[config.mk]
export PLATFORM = sky130hd
export DESIGN_NAME = wishbone_master_bridge
export DESIGN_NICKNAME = d
export VERILOG_FILES = /design/src/rtl/wishbone_master_bridge.sv
export SDC_FILE = /design/constraint.sdc
export NUM_CORES = 1
export LEC_CHECK = 0
export CAP_MARGIN = 20
export CELL_PAD_IN_SITES_DETAIL_PLACEMENT = 0
export CELL_PAD_IN_SITES_GLOBAL_PLACEMENT = 1
export CORE_MARGIN = 1.5
export CORE_UTILIZATION = 33
export CTS_CLUSTER_DIAMETER = 150
export CTS_CLUSTER_SIZE = 40
export DETAILED_ROUTE_END_ITERATION = 7
export PLACE_DENSITY = 0.87
export SYNTH_ARGS = -nofsm -noshare
export SYNTH_HDL_FRONTEND = slang
export SYNTH_SLANG_ARGS = --single-unit
[constraint.sdc]
create_clock -name clk -period 3.6 [get_ports clk]
set_input_delay 0.72 -clock clk [delete_from_list [all_inputs] [get_ports clk]]
set_output_delay 0.72 -clock clk [all_outputs]
set_load 0.03 [all_outputs]
[src/rtl/wishbone_master_bridge.sv]
// rtl/wishbone_master_bridge.sv - enable/busy request port to single Wishbone classic master cycles
// Optional bus timeout enabled by defining WISHBONE_MASTER_TIMEOUT_EN.
module wishbone_master_bridge #(
    parameter logic [3:0]  ADDRESS_PREFIX = 4'h3,
    parameter int unsigned TIMEOUT_CYCLES = 255
) (
    input  logic        clk,
    input  logic        rst_n,
    input  logic [27:0] wbAddress,
    input  logic [3:0]  wbByteSelect,
    input  logic        wbEnable,
    input  logic        wbWriteEnable,
    input  logic [31:0] wbDataWrite,
    output logic [31:0] wbDataRead,
    output logic        wbBusy,
    output logic        wbError,
    output logic        wb_cyc_o,
    output logic        wb_stb_o,
    output logic        wb_we_o,
    output logic [3:0]  wb_sel_o,
    output logic [31:0] wb_adr_o,
    output logic [31:0] wb_data_o,
    input  logic [31:0] wb_data_i,
    input  logic        wb_ack_i,
    input  logic        wb_err_i
);

    typedef enum logic [1:0] {
        S_IDLE = 2'd0,
        S_BUS  = 2'd1,
        S_RESP = 2'd2
    } state_t;

    state_t      state_q;
    logic        cyc_q;
    logic        we_q;
    logic [3:0]  sel_q;
    logic [31:0] adr_q;
    logic [31:0] dat_q;
    logic [31:0] rdata_q;
    logic        err_q;
    logic        tmo_hit;

    if (TIMEOUT_CYCLES == 0 || TIMEOUT_CYCLES > 255) begin : g_bad_timeout
        $error("TIMEOUT_CYCLES must be in 1..255");
    end

`ifdef WISHBONE_MASTER_TIMEOUT_EN
    localparam logic [7:0] TMO_LAST = 8'(TIMEOUT_CYCLES - 1);
    logic [7:0] tmo_q;

    // Hit during the Nth BUS cycle so cyc is high for exactly TIMEOUT_CYCLES cycles.
    assign tmo_hit = (tmo_q == TMO_LAST);

    always_ff @(posedge clk or negedge rst_n) begin
        if (!rst_n) begin
            tmo_q <= 8'd0;
        end else if (state_q == S_IDLE) begin
            tmo_q <= 8'd0;
        end else if (state_q == S_BUS && tmo_q != 8'hFF) begin
            tmo_q <= tmo_q + 8'd1;
        end
    end
`else
    assign tmo_hit = 1'b0;
`endif

    always_ff @(posedge clk or negedge rst_n) begin
        if (!rst_n) begin
            state_q <= S_IDLE;
            cyc_q   <= 1'b0;
            we_q    <= 1'b0;
            sel_q   <= 4'd0;
            adr_q   <= 32'd0;
            dat_q   <= 32'd0;
            rdata_q <= 32'hFFFF_FFFF;
            err_q   <= 1'b0;
        end else begin
            case (state_q)
                S_IDLE: begin
                    if (wbEnable) begin
                        cyc_q   <= 1'b1;
                        we_q    <= wbWriteEnable;
                        sel_q   <= wbByteSelect;
                        adr_q   <= {ADDRESS_PREFIX, wbAddress & 28'hFFF_FFFC};
                        dat_q   <= wbDataWrite;
                        state_q <= S_BUS;
                    end
                end
                S_BUS: begin
                    // err outranks ack; timeout only applies when the slave stays silent
                    if (wb_err_i) begin
                        rdata_q <= 32'hFFFF_FFFF;
                        err_q   <= 1'b1;
                        cyc_q   <= 1'b0;
                        we_q    <= 1'b0;
                        state_q <= S_RESP;
                    end else if (wb_ack_i) begin
                        if (!we_q) begin
                            rdata_q <= wb_data_i;
                        end
                        err_q   <= 1'b0;
                        cyc_q   <= 1'b0;
                        we_q    <= 1'b0;
                        state_q <= S_RESP;
                    end else if (tmo_hit) begin
                        rdata_q <= 32'hFFFF_FFFF;
                        err_q   <= 1'b1;
                        cyc_q   <= 1'b0;
                        we_q    <= 1'b0;
                        state_q <= S_RESP;
                    end
                end
                S_RESP: begin
                    state_q <= S_IDLE;
                end
                default: begin
                    state_q <= S_IDLE;
                end
            endcase
        end
    end

    assign wbBusy     = (state_q != S_RESP);
    assign wbDataRead = rdata_q;
    assign wbError    = err_q;
    assign wb_cyc_o   = cyc_q;
    assign wb_stb_o   = cyc_q;
    assign wb_we_o    = we_q;
    assign wb_sel_o   = sel_q;
    assign wb_adr_o   = adr_q;
    assign wb_data_o  = dat_q;

endmodule

# Word level (Yosys, flattened, before mapping)
# Cells that the tools add are included.
# word_totals
output_inout_bits	105
regBits	100
input_bits	102
word_cells	35
# classes
reduce_logical	8
eq_ne	5
n_mux	14
# op_table
operator	n
32-bit 2-to-1 mux	3
2-bit 2-to-1 mux	3
2-bit inequality test, second input constant	3
2-bit AND reduction	3
3-bit AND reduction	2
1-bit 2-to-1 mux	5
1-bit one-hot mux with 2 select lines	2
2-bit one-hot mux with 2 select lines	1
2-bit nonzero test	2
3-bit inequality test, second input constant	1
2-bit by 1-bit equality test with 1-bit output, second input constant	1
2-bit zero test	1

# Longest topological paths before layout
# Gate-level depths: netlist of the first run.
# depth
word_depth	3
depth_mapped	5
mapped_depth_nobuf	3

# Worst setup path before layout of the first run
# No wires, ideal clock.
# synth_path
path_kind	input port to flip-flop
from	input wbEnable
to	register adr_q[10], in the netlist wb_adr_o[10]
t_arrival_ps	1567
path_slack_ps	1906
t_required_ps	3472
cell_stages	4
path_buffers	2
setup_ps	128
path_cell_list	nor3b_2 buf_4 buf_4 mux2_1
# synth_between
elab_chain_cells	1
# synth_rtl
element	line	text
start: declaration	11	input logic wbEnable,
2-bit AND reduction (no line)	-	
end signal: assignment	85	adr_q <= {ADDRESS_PREFIX, wbAddress & 28'hFFF_FFFC};
end: declaration	38	logic [31:0] adr_q;
# No other way between the ends.
# A chain may end at the register's enable or synchronous reset.

# Final worst setup path of the first run
# layout_path
from	register state_q[0]
to	output wbBusy
# layout_between
elab_chain_cells	1
# layout_rtl
element	line	text
start: declaration	34	state_t state_q;
start signal: assignment	70	state_q <= S_IDLE;
start signal: assignment	87	state_q <= S_BUS;
start signal: assignment	97	state_q <= S_RESP;
2-bit inequality test	124	assign wbBusy = (state_q != S_RESP);
end: declaration	15	output logic wbBusy,
# No other way between the ends.

==> metrics.txt, run 1 <==
Routed Antenna Nets 0; initial antenna violation count 0; number of synthesized register bits 100; final hold vios 0; clock skew 0.00579 ns; Area Growth Syn to Fin 60.4%; Slew headroom 0.487; Yosys Warn Count 0; Tcrit/Tclk final 0.642; Commonest cells post-synth dfrtp_1, mux2_1, dfstp_2, nor4_1, o21ba_1; fin nets 569; CP max-delay cell clkdlybuf4s50_1; Max IR drop VDD between 0.0003 and 0.0004 V; drt first pass iters 4; status finished clean; Arrival @ worst endpoint approximately 1.6 ns; Worst-Skew Late Latency 0.33 ns; n_diodes 0; R2R depth 3; setup TNS 0 ns; deepest clock path buffer count 2; Die X roughly 110 um; Slew Limit Fails 0; Avg Cell Area, Syn 14.7 um2; via count 2949; reg-to-reg endpoint wb_adr_o[13]; largest net degree at the start of global routing between 50 and 60; fin util 0.542; CORE AREA 0.0120 mm2; most common cell in the synthesized netlist dfrtp_1; RD Place Congestion approximately 0.69; TritonCTS Buffers 9; Static Leak 2.58 nW; all-layer global routing usage 0.159; register area share after synthesis 0.629; WL final 9.91 mm; Reg2Reg Launch Point state_q[0]; H-tree levels 3; I/O pins 207; setup violators final 0; synth unique cells 20; Starting Density 0.338; slowest cell delay on critical path 0.68 ns; Netlist Area Pre-Place a little over 0.004 mm2; CTS tree built; number of synthesized flops with an enable pin 0; clock period minus worst slack 2.31 ns; Synth top area share 0.421; FILL cells a little over 1000; synthesized instance count around 270; DRC 0; vias in the first global route roughly 3200; Hold Buf Count CTS 0; Fmax achieved between 400 and 500 MHz; total gr overflow 0; r2r setup slk between 1.5 and 2 ns; PD cells between 700 and 800 mW/mm2; Crit Path Category reg2out; PortBufs 200; Post-CTS Setup Bufs 0; Cell Chain, Critical Path nand2b_1 > clkdlybuf4s50_1; synth top area cells dfrtp_1, dfstp_2, mux2_1; area leader, netlist dfrtp_1; number of max-cap violations 0; WP data required about 2.9 ns; CP startpoint kind flop; Via-to-Cell Ratio ~4.8; die height about 110 um; Main synth FF type dfrtp_1; Storage cell area around 0.0025 mm2; # resized after CTS 0; WL per Instance around 16 um; clock slew at reported path FFs ~0.07 ns; first-pass GRT wire length 16.2 mm; Multi-input gate area 0.00134 mm2; Worst-Margin Slew approximately 0.77 ns; Initial DRC Count ~120; RSZ-0062 raised after global routing no; async set-reset flop share out of synthesis 1.00; HP Class in2async; worst-path maximum fanout 4; CP endpoint kind output port; Core Rows 40; Root Driver clkbuf_16; Die ar. ~0.013 mm2; fraction of final layout cells with drive strength greater than 1 0.131; # clock sinks 100; Post-DP HPWL about 7 mm
==> cell type report <==
cell class / count / area share
Clock buffer: 13 / 0.0417
Timing Repair Buffer: 207 / 0.319
Sequential cell: 100 / 0.392
Clock inverter: 3 / 0.0104
Multi-Input combinational cell: 147 / 0.207
Tap cell: 147 / 0.0284
Inverter: 2 / 0.00116
==> through the flow <==
step / setup WS, ns / hold WS [ns] / total power [mW] / std cells / cell area, um2
global route: 1.22 / 0.493 / 4.85 / 619 / 6480
global placement: 1.21 / 0.466 / 3.55 / 603 / 6140
detailed placement: 1.16 / 0.474 / 3.60 / 603 / 6140
finish: 1.29 / 0.441 / 4.63 / 619 / 6480
floorplan: 1.91 / 0.424 / 2.72 / 277 / 4050
CTS: 1.26 / 0.464 / 4.69 / 619 / 6480
==> state kept, by name, indices dropped and copies added (netlist names) <==
register    flops
wb_data_o      32
state_q         2
wbDataRead     32
wb_cyc_o        1
wb_we_o         1
wb_adr_o       27
wbError         1
wb_sel_o        4
==> cell families after synthesis <==
group	after synthesis	synth area share
AOI/OAI and AO/OA	38	0.0877
buffers and inverters	30	0.0424
DFF	100	0.629
muxes	63	0.175
other	1	0.000928
and+or+nand+nor	42	0.0641
==> worst max path at each step <==
stage	startpoint	endpoint	depth (start not counted)
finish	state_q[0]	wbBusy	2
global route	state_q[0]	wbBusy	2
CTS	state_q[0]	wbBusy	2
detailed placement	wbEnable	wb_adr_o[13]	4
global placement	wbEnable	wb_adr_o[13]	4
floorplan	wbEnable	wb_adr_o[10]	4
==> layer usage <==
layer  track usage  up-vias  part of all wire
met3        0.0521       13             0.085
met2         0.252      127              0.47
met1         0.200     1454              0.43
met4        0.0692        0             0.020
met5             0        -                 0
li1              -     1355                 -
==> critical path: cells and delay by family (launching register included) <==
kind	cells	cell delay [ns]
simple gates	1	0.13
flops	1	0.44
buf+inv	1	0.68
==> placed cells by master (no fill, tap or decap) <==
cell type,n
nor4_1,32
o21ba_2,5
clkinvlp_4,1
conb_1,4
nor2_1,3
clkbuf_16,9
o21ba_1,27
clkbuf_1,1
mux2_1,62
bufinv_16,2
o21ai_0,3
dfrtp_1,68
or2_1,1
nand2b_1,4
mux2i_1,1
o21ai_1,2
buf_4,7
clkdlybuf4s50_1,199
a21oi_2,1
clkbuf_8,3
nor3b_4,1
buf_12,1
dfstp_2,32
inv_1,2
nand2_1,1
==> power by group <==
part           switching (mW)  internal (mW)
Combinational            1.05          0.848
Clock                   0.405          0.667
Sequential              0.160           1.50
Total                    1.61           3.02
Note: power is estimated with default switching activity, not from simulation.
==> inputs of run 2 (changes only) <==
--- a/config.mk
+++ b/config.mk
@@ -9,11 +9,11 @@
 export CELL_PAD_IN_SITES_DETAIL_PLACEMENT = 0
 export CELL_PAD_IN_SITES_GLOBAL_PLACEMENT = 1
 export CORE_MARGIN = 1.5
-export CORE_UTILIZATION = 33
+export CORE_UTILIZATION = 31
 export CTS_CLUSTER_DIAMETER = 150
 export CTS_CLUSTER_SIZE = 40
 export DETAILED_ROUTE_END_ITERATION = 7
-export PLACE_DENSITY = 0.87
+export PLACE_DENSITY = 0.82
 export SYNTH_ARGS = -nofsm -noshare
 export SYNTH_HDL_FRONTEND = slang
 export SYNTH_SLANG_ARGS = --single-unit
==> constraint.sdc (replaced) <==
create_clock -name clk -period 2.17 [get_ports clk]
set_input_delay 0.434 -clock clk [delete_from_list [all_inputs] [get_ports clk]]
set_output_delay 0.434 -clock clk [all_outputs]
set_load 0.03 [all_outputs]
==> metrics.txt, run 2 (same netlist as run 1, synthesis figures left out) <==
status finished clean; largest net degree at the start of global routing 67; clock period minus worst slack 2.02 ns; setup violators final 0; CP endpoint wbBusy; Via-to-Cell Ratio roughly 4.6; final hold vios 0; slowest cell delay on critical path 0.68 ns; TritonCTS Buffers 9; Max IR drop VDD around 0.0008 V; worst-path maximum fanout 4; Routed Antenna Nets 0; via count between 2000 and 3000; RD Place Congestion between 0.7 and 0.8; highest layer used for signal routing met5; drt first pass iters 4; Arrival @ worst endpoint roughly 1.6 ns; number of max-cap violations 0; r2r setup slk 0.61 ns; Critical Path Stages 2; met3 routed WL about 1.2 mm; Static Leak approximately 2.6 nW; Slew headroom 0.622; Area Growth Syn to Fin 62.4%; CP startpoint kind flop; total gr overflow 0; final worst setup slack roughly 0.15 ns; worst slack at placement approximately 0.13 ns; n_diodes 0; CP delay by family, top buffers and inverters; Post-DP HPWL around 7.3 mm; Initial DRC Count around 90; total power draw between 7 and 8 mW; WL final about 10 mm; DRC 0; HP Class in2async; PortBufs 200; Core Rows roughly 40; clock skew roughly 0.0036 ns; die height around 120 um; Starting Density 0.319; setup TNS 0 ns; Crit Path Category reg2out; Post-CTS Setup Bufs 0; CORE AREA 0.0127 mm2; WL met2 roughly 4.9 mm; FILL cells about 1100; WP data required ~1.7 ns; Die X 117 um; CP max-delay cell clkdlybuf4s50_1; Worst-Skew Late Latency 0.34 ns; Reg2Reg Launch Point state_q[0]; Die ar. 0.0137 mm2; RSZ-0062 raised after global routing no; deepest clock path buffer count 2; DRT met1 WL 3.90 mm; fin nets between 500 and 600; CTS tree built; Buffers & Inverters on Critical Path 1; WL per Instance roughly 16 um; Fmax achieved 495 MHz; I/O pins roughly 210; Cell Chain, Critical Path nand2b_1 > clkdlybuf4s50_1; Worst-Margin Slew between 0.5 and 0.6 ns; Slew Limit Fails 0; crit path from state_q[0]; # clock sinks 100; Root Driver clkbuf_16; R2R depth 3; all-layer global routing usage 0.151; H-tree levels 3; vias in the first global route around 3100; fraction of final layout cells with drive strength greater than 1 0.137; Tcrit/Tclk final 0.931; commonest non-fill, non-tap cell in the layout clkdlybuf4s50_1; reg-to-reg endpoint wb_adr_o[15]; PD cells about 1200 mW/mm2; first-pass GRT wire length between 15 and 20 mm; CP endpoint kind output port; most frequent cells in the layout clkdlybuf4s50_1, dfrtp_1, mux2_1; clock slew at reported path FFs around 0.07 ns; initial antenna violation count 1
run 2: report_power, final:
group          internal (mW)  switching (mW)
logic                   1.42            1.75
registers               2.49           0.268
clock network           1.16           0.694
run 2: area by class of cell:
class                           instances  area (um2)  area share
Sequential cell                       100        2540       0.388
Multi-Input combinational cell        147        1340       0.205
Clock inverter                          6         111      0.0170
Inverter                                2        7.51     0.00114
Tap cell                              172         215      0.0328
Timing Repair Buffer                  210        2100       0.320
Clock buffer                           10         239      0.0364
run 2: worst min-delay path by stage:
stage                               to  slack [ns]  cells past startpoint
after global placement    wb_data_o[3]        0.25                      1
after floorplan             state_q[0]        0.14                      0
final                      wb_sel_o[0]        0.44                      2
after global routing       wb_sel_o[0]        0.42                      2
after CTS                  wb_sel_o[0]        0.41                      2
after detailed placement  wb_data_o[3]        0.25                      1
run 2: timing repair:
action,CTS,global route
gates resized for setup,0,0
hold buffers,1,0
hold endpoints to repair,4,0
run 2: layer usage:
layer,global-route usage,up-vias
met5,0,-
met3,0.0870,7
met4,0.0402,2
li1,-,1360
met1,0.165,1483
met2,0.251,122
run 2: per-stage QoR:
stage          utilization  hold slack [ns]  instances  area, um2
5_1_grt              0.518            0.416        647       6560
2_1_floorplan            -            0.138        277       4050
4_1_cts              0.518            0.412        647       6560
6_report             0.518            0.435        647       6560
3_3_place_gp         0.489            0.249        630       6200
3_5_place_dp         0.489            0.251        630       6200
